<file path="src/rtl/float_mul_param.sv">
// float_mul_param: parametrised multi-cycle floating-point multiplier.
// Sequence: IDLE -> UNPACK -> MULT (one shift-add step per cycle) -> NORM -> ROUND -> DONE.
// Round-to-nearest-even. Denormal operands are treated as zero, and results too small
// to be normal are flushed to zero.
// Optional macro FLOAT_MUL_FLAGS_EN adds the exception flags output
// {invalid, overflow, underflow, inexact}.
module float_mul_param #(
    parameter int unsigned EXP_W = 8,
    parameter int unsigned MAN_W = 23
) (
    input  logic                 clk,
    input  logic                 rst,
    input  logic                 start,
    input  logic [EXP_W+MAN_W:0] float_in_1,
    input  logic [EXP_W+MAN_W:0] float_in_2,
    output logic [EXP_W+MAN_W:0] float_out,
`ifdef FLOAT_MUL_FLAGS_EN
    output logic [3:0]           flags,
`endif
    output logic                 ready
);

    localparam int unsigned W       = 1 + EXP_W + MAN_W;
    localparam int unsigned MW      = MAN_W + 1;
    localparam int unsigned PW      = 2 * MAN_W + 2;
    localparam int unsigned EW      = EXP_W + 2;
    localparam int unsigned CW      = $clog2(MAN_W + 1);
    localparam int unsigned BIAS    = (1 << (EXP_W - 1)) - 1;
    localparam int unsigned EXP_MAX = (1 << EXP_W) - 1;
    localparam logic [W-1:0] QNAN   = {1'b0, {EXP_W{1'b1}}, 1'b1, {(MAN_W-1){1'b0}}};

    typedef enum logic [2:0] {
        S_IDLE, S_UNPACK, S_MULT, S_NORM, S_ROUND, S_DONE
    } state_t;

    state_t          r_state;
    logic [W-1:0]    r_a;
    logic [W-1:0]    r_b;
    logic            r_sign;
    logic [EW-1:0]   r_exp;      // two's complement biased exponent
    logic [PW-1:0]   r_mcand;
    logic [MW-1:0]   r_mplier;
    logic [PW-1:0]   r_prod;
    logic [CW-1:0]   r_cnt;
    logic [MW-1:0]   r_man;
    logic            r_guard;
    logic            r_sticky;

    // Operand field decode and special-value classification
    logic [EXP_W-1:0] w_ea, w_eb;
    logic [MAN_W-1:0] w_fa, w_fb;
    logic             w_a_nan, w_b_nan, w_a_inf, w_b_inf, w_a_zero, w_b_zero, w_sign;
    logic [EW-1:0]    w_exp_sum;

    assign w_ea      = r_a[W-2:MAN_W];
    assign w_eb      = r_b[W-2:MAN_W];
    assign w_fa      = r_a[MAN_W-1:0];
    assign w_fb      = r_b[MAN_W-1:0];
    assign w_sign    = r_a[W-1] ^ r_b[W-1];
    assign w_a_nan   = (w_ea == {EXP_W{1'b1}}) && (w_fa != '0);
    assign w_b_nan   = (w_eb == {EXP_W{1'b1}}) && (w_fb != '0);
    assign w_a_inf   = (w_ea == {EXP_W{1'b1}}) && (w_fa == '0);
    assign w_b_inf   = (w_eb == {EXP_W{1'b1}}) && (w_fb == '0);
    assign w_a_zero  = (w_ea == '0);
    assign w_b_zero  = (w_eb == '0);
    assign w_exp_sum = EW'(w_ea) + EW'(w_eb) - EW'(BIAS);

    // Normalisation: product lies in [1,4); pick the window under the leading one
    logic            w_msb;
    logic [MW-1:0]   w_norm_man;
    logic            w_norm_guard;
    logic            w_norm_sticky;

    assign w_msb         = r_prod[PW-1];
    assign w_norm_man    = w_msb ? r_prod[PW-1 -: MW] : r_prod[PW-2 -: MW];
    assign w_norm_guard  = w_msb ? r_prod[PW-1-MW]    : r_prod[PW-2-MW];
    assign w_norm_sticky = w_msb ? |r_prod[PW-2-MW:0] : |r_prod[PW-3-MW:0];

    // Round to nearest even, with renormalisation on mantissa carry-out
    logic            w_inc;
    logic [MW:0]     w_sum;
    logic            w_carry;
    logic [MAN_W-1:0] w_frac;
    logic [EW-1:0]   w_exp_rnd;
    logic            w_ovf;
    logic            w_unf;

    assign w_inc     = r_guard & (r_sticky | r_man[0]);
    assign w_sum     = {1'b0, r_man} + (MW+1)'(w_inc);
    assign w_carry   = w_sum[MW];
    assign w_frac    = w_carry ? w_sum[MW-1:1] : w_sum[MAN_W-1:0];
    assign w_exp_rnd = r_exp + EW'(w_carry);
    assign w_ovf     = ~w_exp_rnd[EW-1] & (w_exp_rnd[EW-2:0] >= (EW-1)'(EXP_MAX));
    assign w_unf     = w_exp_rnd[EW-1] | (w_exp_rnd == '0);

    // Control FSM and datapath registers; outputs change only on entry to DONE / exit from it
    always_ff @(posedge clk or posedge rst) begin
        if (rst) begin
            r_state   <= S_IDLE;
            r_a       <= '0;
            r_b       <= '0;
            r_sign    <= 1'b0;
            r_exp     <= '0;
            r_mcand   <= '0;
            r_mplier  <= '0;
            r_prod    <= '0;
            r_cnt     <= '0;
            r_man     <= '0;
            r_guard   <= 1'b0;
            r_sticky  <= 1'b0;
            float_out <= '0;
            ready     <= 1'b0;
`ifdef FLOAT_MUL_FLAGS_EN
            flags     <= 4'b0000;
`endif
        end else begin
            case (r_state)
                S_IDLE: begin
                    ready <= 1'b0;
                    if (start) begin
                        r_a     <= float_in_1;
                        r_b     <= float_in_2;
`ifdef FLOAT_MUL_FLAGS_EN
                        flags   <= 4'b0000;
`endif
                        r_state <= S_UNPACK;
                    end
                end
                S_UNPACK: begin
                    r_sign <= w_sign;
                    if (w_a_nan || w_b_nan || (w_a_inf && w_b_zero) || (w_b_inf && w_a_zero)) begin
                        float_out <= QNAN;
`ifdef FLOAT_MUL_FLAGS_EN
                        flags     <= 4'b1000;
`endif
                        ready     <= 1'b1;
                        r_state   <= S_DONE;
                    end else if (w_a_inf || w_b_inf) begin
                        float_out <= {w_sign, {EXP_W{1'b1}}, {MAN_W{1'b0}}};
`ifdef FLOAT_MUL_FLAGS_EN
                        flags     <= 4'b0000;
`endif
                        ready     <= 1'b1;
                        r_state   <= S_DONE;
                    end else if (w_a_zero || w_b_zero) begin
                        float_out <= {w_sign, {(W-1){1'b0}}};
`ifdef FLOAT_MUL_FLAGS_EN
                        flags     <= 4'b0000;
`endif
                        ready     <= 1'b1;
                        r_state   <= S_DONE;
                    end else begin
                        r_exp    <= w_exp_sum;
                        r_mcand  <= PW'({1'b1, w_fa});
                        r_mplier <= {1'b1, w_fb};
                        r_prod   <= '0;
                        r_cnt    <= '0;
                        r_state  <= S_MULT;
                    end
                end
                S_MULT: begin
                    if (r_mplier[0]) begin
                        r_prod <= r_prod + r_mcand;
                    end
                    r_mcand  <= r_mcand << 1;
                    r_mplier <= r_mplier >> 1;
                    if (r_cnt == CW'(MAN_W)) begin
                        r_cnt   <= '0;
                        r_state <= S_NORM;
                    end else begin
                        r_cnt   <= r_cnt + CW'(1);
                    end
                end
                S_NORM: begin
                    r_man    <= w_norm_man;
                    r_guard  <= w_norm_guard;
                    r_sticky <= w_norm_sticky;
                    if (w_msb) begin
                        r_exp <= r_exp + EW'(1);
                    end
                    r_state  <= S_ROUND;
                end
                S_ROUND: begin
                    if (w_ovf) begin
                        float_out <= {r_sign, {EXP_W{1'b1}}, {MAN_W{1'b0}}};
`ifdef FLOAT_MUL_FLAGS_EN
                        flags     <= 4'b0101;
`endif
                    end else if (w_unf) begin
                        float_out <= {r_sign, {(W-1){1'b0}}};
`ifdef FLOAT_MUL_FLAGS_EN
                        flags     <= 4'b0011;
`endif
                    end else begin
                        float_out <= {r_sign, w_exp_rnd[EXP_W-1:0], w_frac};
`ifdef FLOAT_MUL_FLAGS_EN
                        flags     <= {3'b000, r_guard | r_sticky};
`endif
                    end
                    ready   <= 1'b1;
                    r_state <= S_DONE;
                end
                S_DONE: begin
                    ready <= 1'b1;
                    if (!start) begin
                        ready   <= 1'b0;
                        r_state <= S_IDLE;
                    end
                end
                default: begin
                    r_state <= S_IDLE;
                end
            endcase
        end
    end

endmodule

</file>
<file path="config.mk">
export PLATFORM = sky130hd
export DESIGN_NAME = float_mul_param
export DESIGN_NICKNAME = d
export VERILOG_FILES = /design/src/rtl/float_mul_param.sv
export SDC_FILE = /design/constraint.sdc
export NUM_CORES = 1
export LEC_CHECK = 0
export CORE_MARGIN = 2
export CORE_UTILIZATION = 59
export CTS_CLUSTER_DIAMETER = 100
export DETAILED_ROUTE_END_ITERATION = 12
export GPL_TIMING_DRIVEN = 0
export HOLD_SLACK_MARGIN = 0.15
export MAX_ROUTING_LAYER = met4
export PLACE_DENSITY = 0.85
export SLEW_MARGIN = 40
export SYNTH_ARGS = -nofsm -noshare
export SYNTH_HDL_FRONTEND = slang
export SYNTH_SLANG_ARGS = --single-unit
</file>
<file path="constraint.sdc">
create_clock -name clk -period 10.09 [get_ports clk]
set_input_delay 1.5135 -clock clk [delete_from_list [all_inputs] [get_ports clk]]
set_output_delay 1.5135 -clock clk [all_outputs]
set_load 0.02 [all_outputs]
</file>
==> impl_metrics.py <==
metrics = {
    "status": {
        "status": "finished, final reports clean",
    },
    "sta": {
        "setup_viol": 0,
        "worst_pin_slew_ns": 0.902,
        "period_share_pct": 48.0,
        "relSlewSlack_pct": 39.4,
        "hold_ws_ns": 0.483,
        "grt_setup_unrepaired": "false",
        "hold_viol": 0,
        "fin_skew_ns": 0.00976,
        "setup_ws_ns": 5.25,
        "max_freq_ghz": 0.207,
        "min_period_ns": 4.84,
        "finalMaxSlewViolations": 0,
    },
    "clocking": {
        "postCtsResizedCells": 0,
        "clk_pin_slew_ns": 0.06,
        "cts_tree": "built",
        "clockRootBuffer": "clkbuf_16",
        "cts_htree_levels": 1,
        "clk_path_buf_depth": 3,
        "post_cts_buffers": 0,
        "cts_num_sinks": 262,
        "worstSkewPairLatency_ns": 0.55,
        "cts_inserted_buffers": 28,
        "holdBufCountCts": 0,
    },
    "drt": {
        "drc": 0,
        "dr.pass1.iters": 7,
        "post_drt_wl_per_cell_um": 17.7,
        "wirelength_mm": 35.6,
        "viasPerCell": 6.10,
        "drt.antenna.violating_nets": 0,
        "drt-initial-drc-count": 1122,
        "route.vias.total": 12300,
    },
    "setup_path": {
        "crit_fanout": 10,
        "worstSetupPathType": "reg2reg",
        "critPathRequiredTime_ns": 10.50,
        "reg2regPathDepth": 19,
        "critPathCaptureType": "flip-flop",
        "cp.arrival_ns": 5.25,
        "worstSetupStartpointType": "flip-flop",
    },
    "final_layout": {
        "drive_above_1_share_pct": 7.79,
        "final_cells": 2014,
        "nets": 1811,
        "area_growth_pct": 17.1,
        "layout_commonest_cell": "nand2_1",
        "final_cell_mix": "nand2_1, dfrtp_1, o21ai_0, clkdlybuf4s50_1, nand3_1",
        "antenna_cells": 0,
    },
    "yosys": {
        "ys_async_sr_fraction_pct": 100,
        "mappedNetlistArea_um2": 14300,
        "netlist.area_leader.share_pct": 46.0,
        "ys_seq_elements": 262,
        "syn_nets": 1679,
        "synth_seq_area_share_pct": 46.0,
        "yosys.area.top_type": "dfrtp_1",
        "synth_cells": 1542,
        "ys.flop_type": "dfrtp_1",
        "synth_edf_count": 0,
        "ys_types": 64,
        "avgSynthCellArea_um2": 9.25,
        "ys_warn_count": 0,
        "synth_area_leaders": "dfrtp_1, nand2_1, ha_1, mux2_2, o21ai_0",
    },
    "place": {
        "gp_congestion": 0.937,
        "dp_hpwl_mm": 26.1,
        "port_buffers": 99,
        "dp_cells": 1963,
        "place_ws_ns": 5.28,
    },
    "die": {
        "die_h_um": 159,
        "initial_core_util_pct": 60.4,
        "ioPinCount": 100,
        "die_w_um": 159,
        "rows": 56,
        "design.core.area_um2": 23600,
        "floorplan.die_area_um2": 25400,
    },
    "power": {
        "ir_worst_vdd_mv": 0.204,
        "power.density_nw_per_um2": 302,
        "p_leak_nw": 7.27,
    },
    "global_route": {
        "grt_max_degree": 83,
        "antenna_found_initial": 0,
        "grt_pass1_wl_mm": 59.1,
        "grt_overflow_total": 0,
        "first_global_vias": 12100,
        "grt_usage_pct": 28.8,
    },
    "worst_hold_path": {
        "holdPathStages": 2,
        "hold_path.class": "reg2reg",
    },
    "run": {
        "cap_violations": 0,
    },
}
## state kept, by name, indices dropped and copies added, names as in the netlist, 3 cells and up
signal and cells:
float_out 32, r_cnt 5, r_a 32, r_exp 10
r_mplier 24, r_state 3, r_prod 48, r_mcand 48
r_man 24, r_b 32
## synth_stat cells, drive strengths merged (11+ instances only)
library cell,instances
nand2,276
dfrtp,262
o21ai,137
nand3,97
nor2,92
a21oi,73
clkbuf,68
ha,68
a31oi,63
mux2,61
xnor2,44
xor2,31
mux2i,29
inv,26
nand4,25
nor4,22
a21o,18
nor3,13
buf,11
## kinds of logic (layout without fill, tap and decap cells)
kind of cell,after synthesis,in the layout,share of synthesized area (%)
adder cells (fa/ha/maj),70,70,6.25
AND/OR/NAND/NOR,579,579,18.2
AO/OA/AOI/OAI,361,361,15.3
buffers and inverters,105,258,2.80
flip-flops,262,262,46.0
multiplexers,90,90,6.85
XOR/XNOR,75,75,4.61
## power breakdown
| group | internal, mW | switching, mW | leakage [nW] | total (mW) |
|---|---|---|---|---|
| sequential | 1.42 | 0.328 | 3.33 | 1.75 |
| combinational | 0.922 | 1.31 | 3.47 | 2.23 |
| clock | 0.634 | 0.423 | 0.467 | 1.06 |
## metal layers
layer,track usage (%),wire length (um),up-vias
li1,-,-,5778
met1,35.9,15000,5932
met2,48.6,17300,465
met3,3.86,2030,102
met4,9.50,1250,0
met5,-,0,-
## final cells by class
class | instances | area, um2
plain buffers | 79 | 302
clock buffers | 44 | 862
clock inverters | 7 | 91.3
fillers | 1734 | 6910
inverters | 26 | 105
multi-input cells | 1175 | 7310
flip-flops and latches | 262 | 6560
well taps | 319 | 399
repair buffers | 102 | 1070
## final timing paths
kind                                    from             to  slack, ns
worst max register to register      r_sticky  float_out[19]       5.25
worst min-delay path            float_out[9]   float_out[9]       0.48
worst max-delay path                r_sticky  float_out[19]       5.25
max in group asynchronous                rst     r_prod[16]       7.27
min in group asynchronous                rst  float_out[20]       1.34
worst min register to register  float_out[9]   float_out[9]       0.48
## through the flow
| step | power [mW] | cell area, um2 | setup TNS [ns] | util, % |
|---|---|---|---|---|
| final | 5.04 | 16700 | 0 | 70.7 |
| after global routing | 5.38 | 16700 | 0 | 70.7 |
| after CTS | 5.02 | 16700 | 0 | 70.7 |
| after detailed placement | 3.93 | 15700 | 0 | 66.7 |
| after global placement | 3.83 | 15700 | -392.46 | 66.3 |
| after floorplan | 3.31 | 14300 | 0 | - |
## critical path, stage by stage (launching register included)
cell and delay (ns):
dfrtp_1 0.41, o21a_1 0.14, ha_1 0.19, ha_1 0.21, and4_1 0.24, and3_1 0.15
buf_2 0.16, nand2_1 0.14, nor4_1 0.34, nand4_1 0.24, inv_1 0.18, ha_1 0.19
ha_1 0.23, nand3_1 0.19, nor2_1 0.22, a31oi_1 0.16, o41ai_1 0.68, nor2_1 0.26
nand2_2 0.23, o21ai_0 0.13
(Power assumes the default switching activity.)
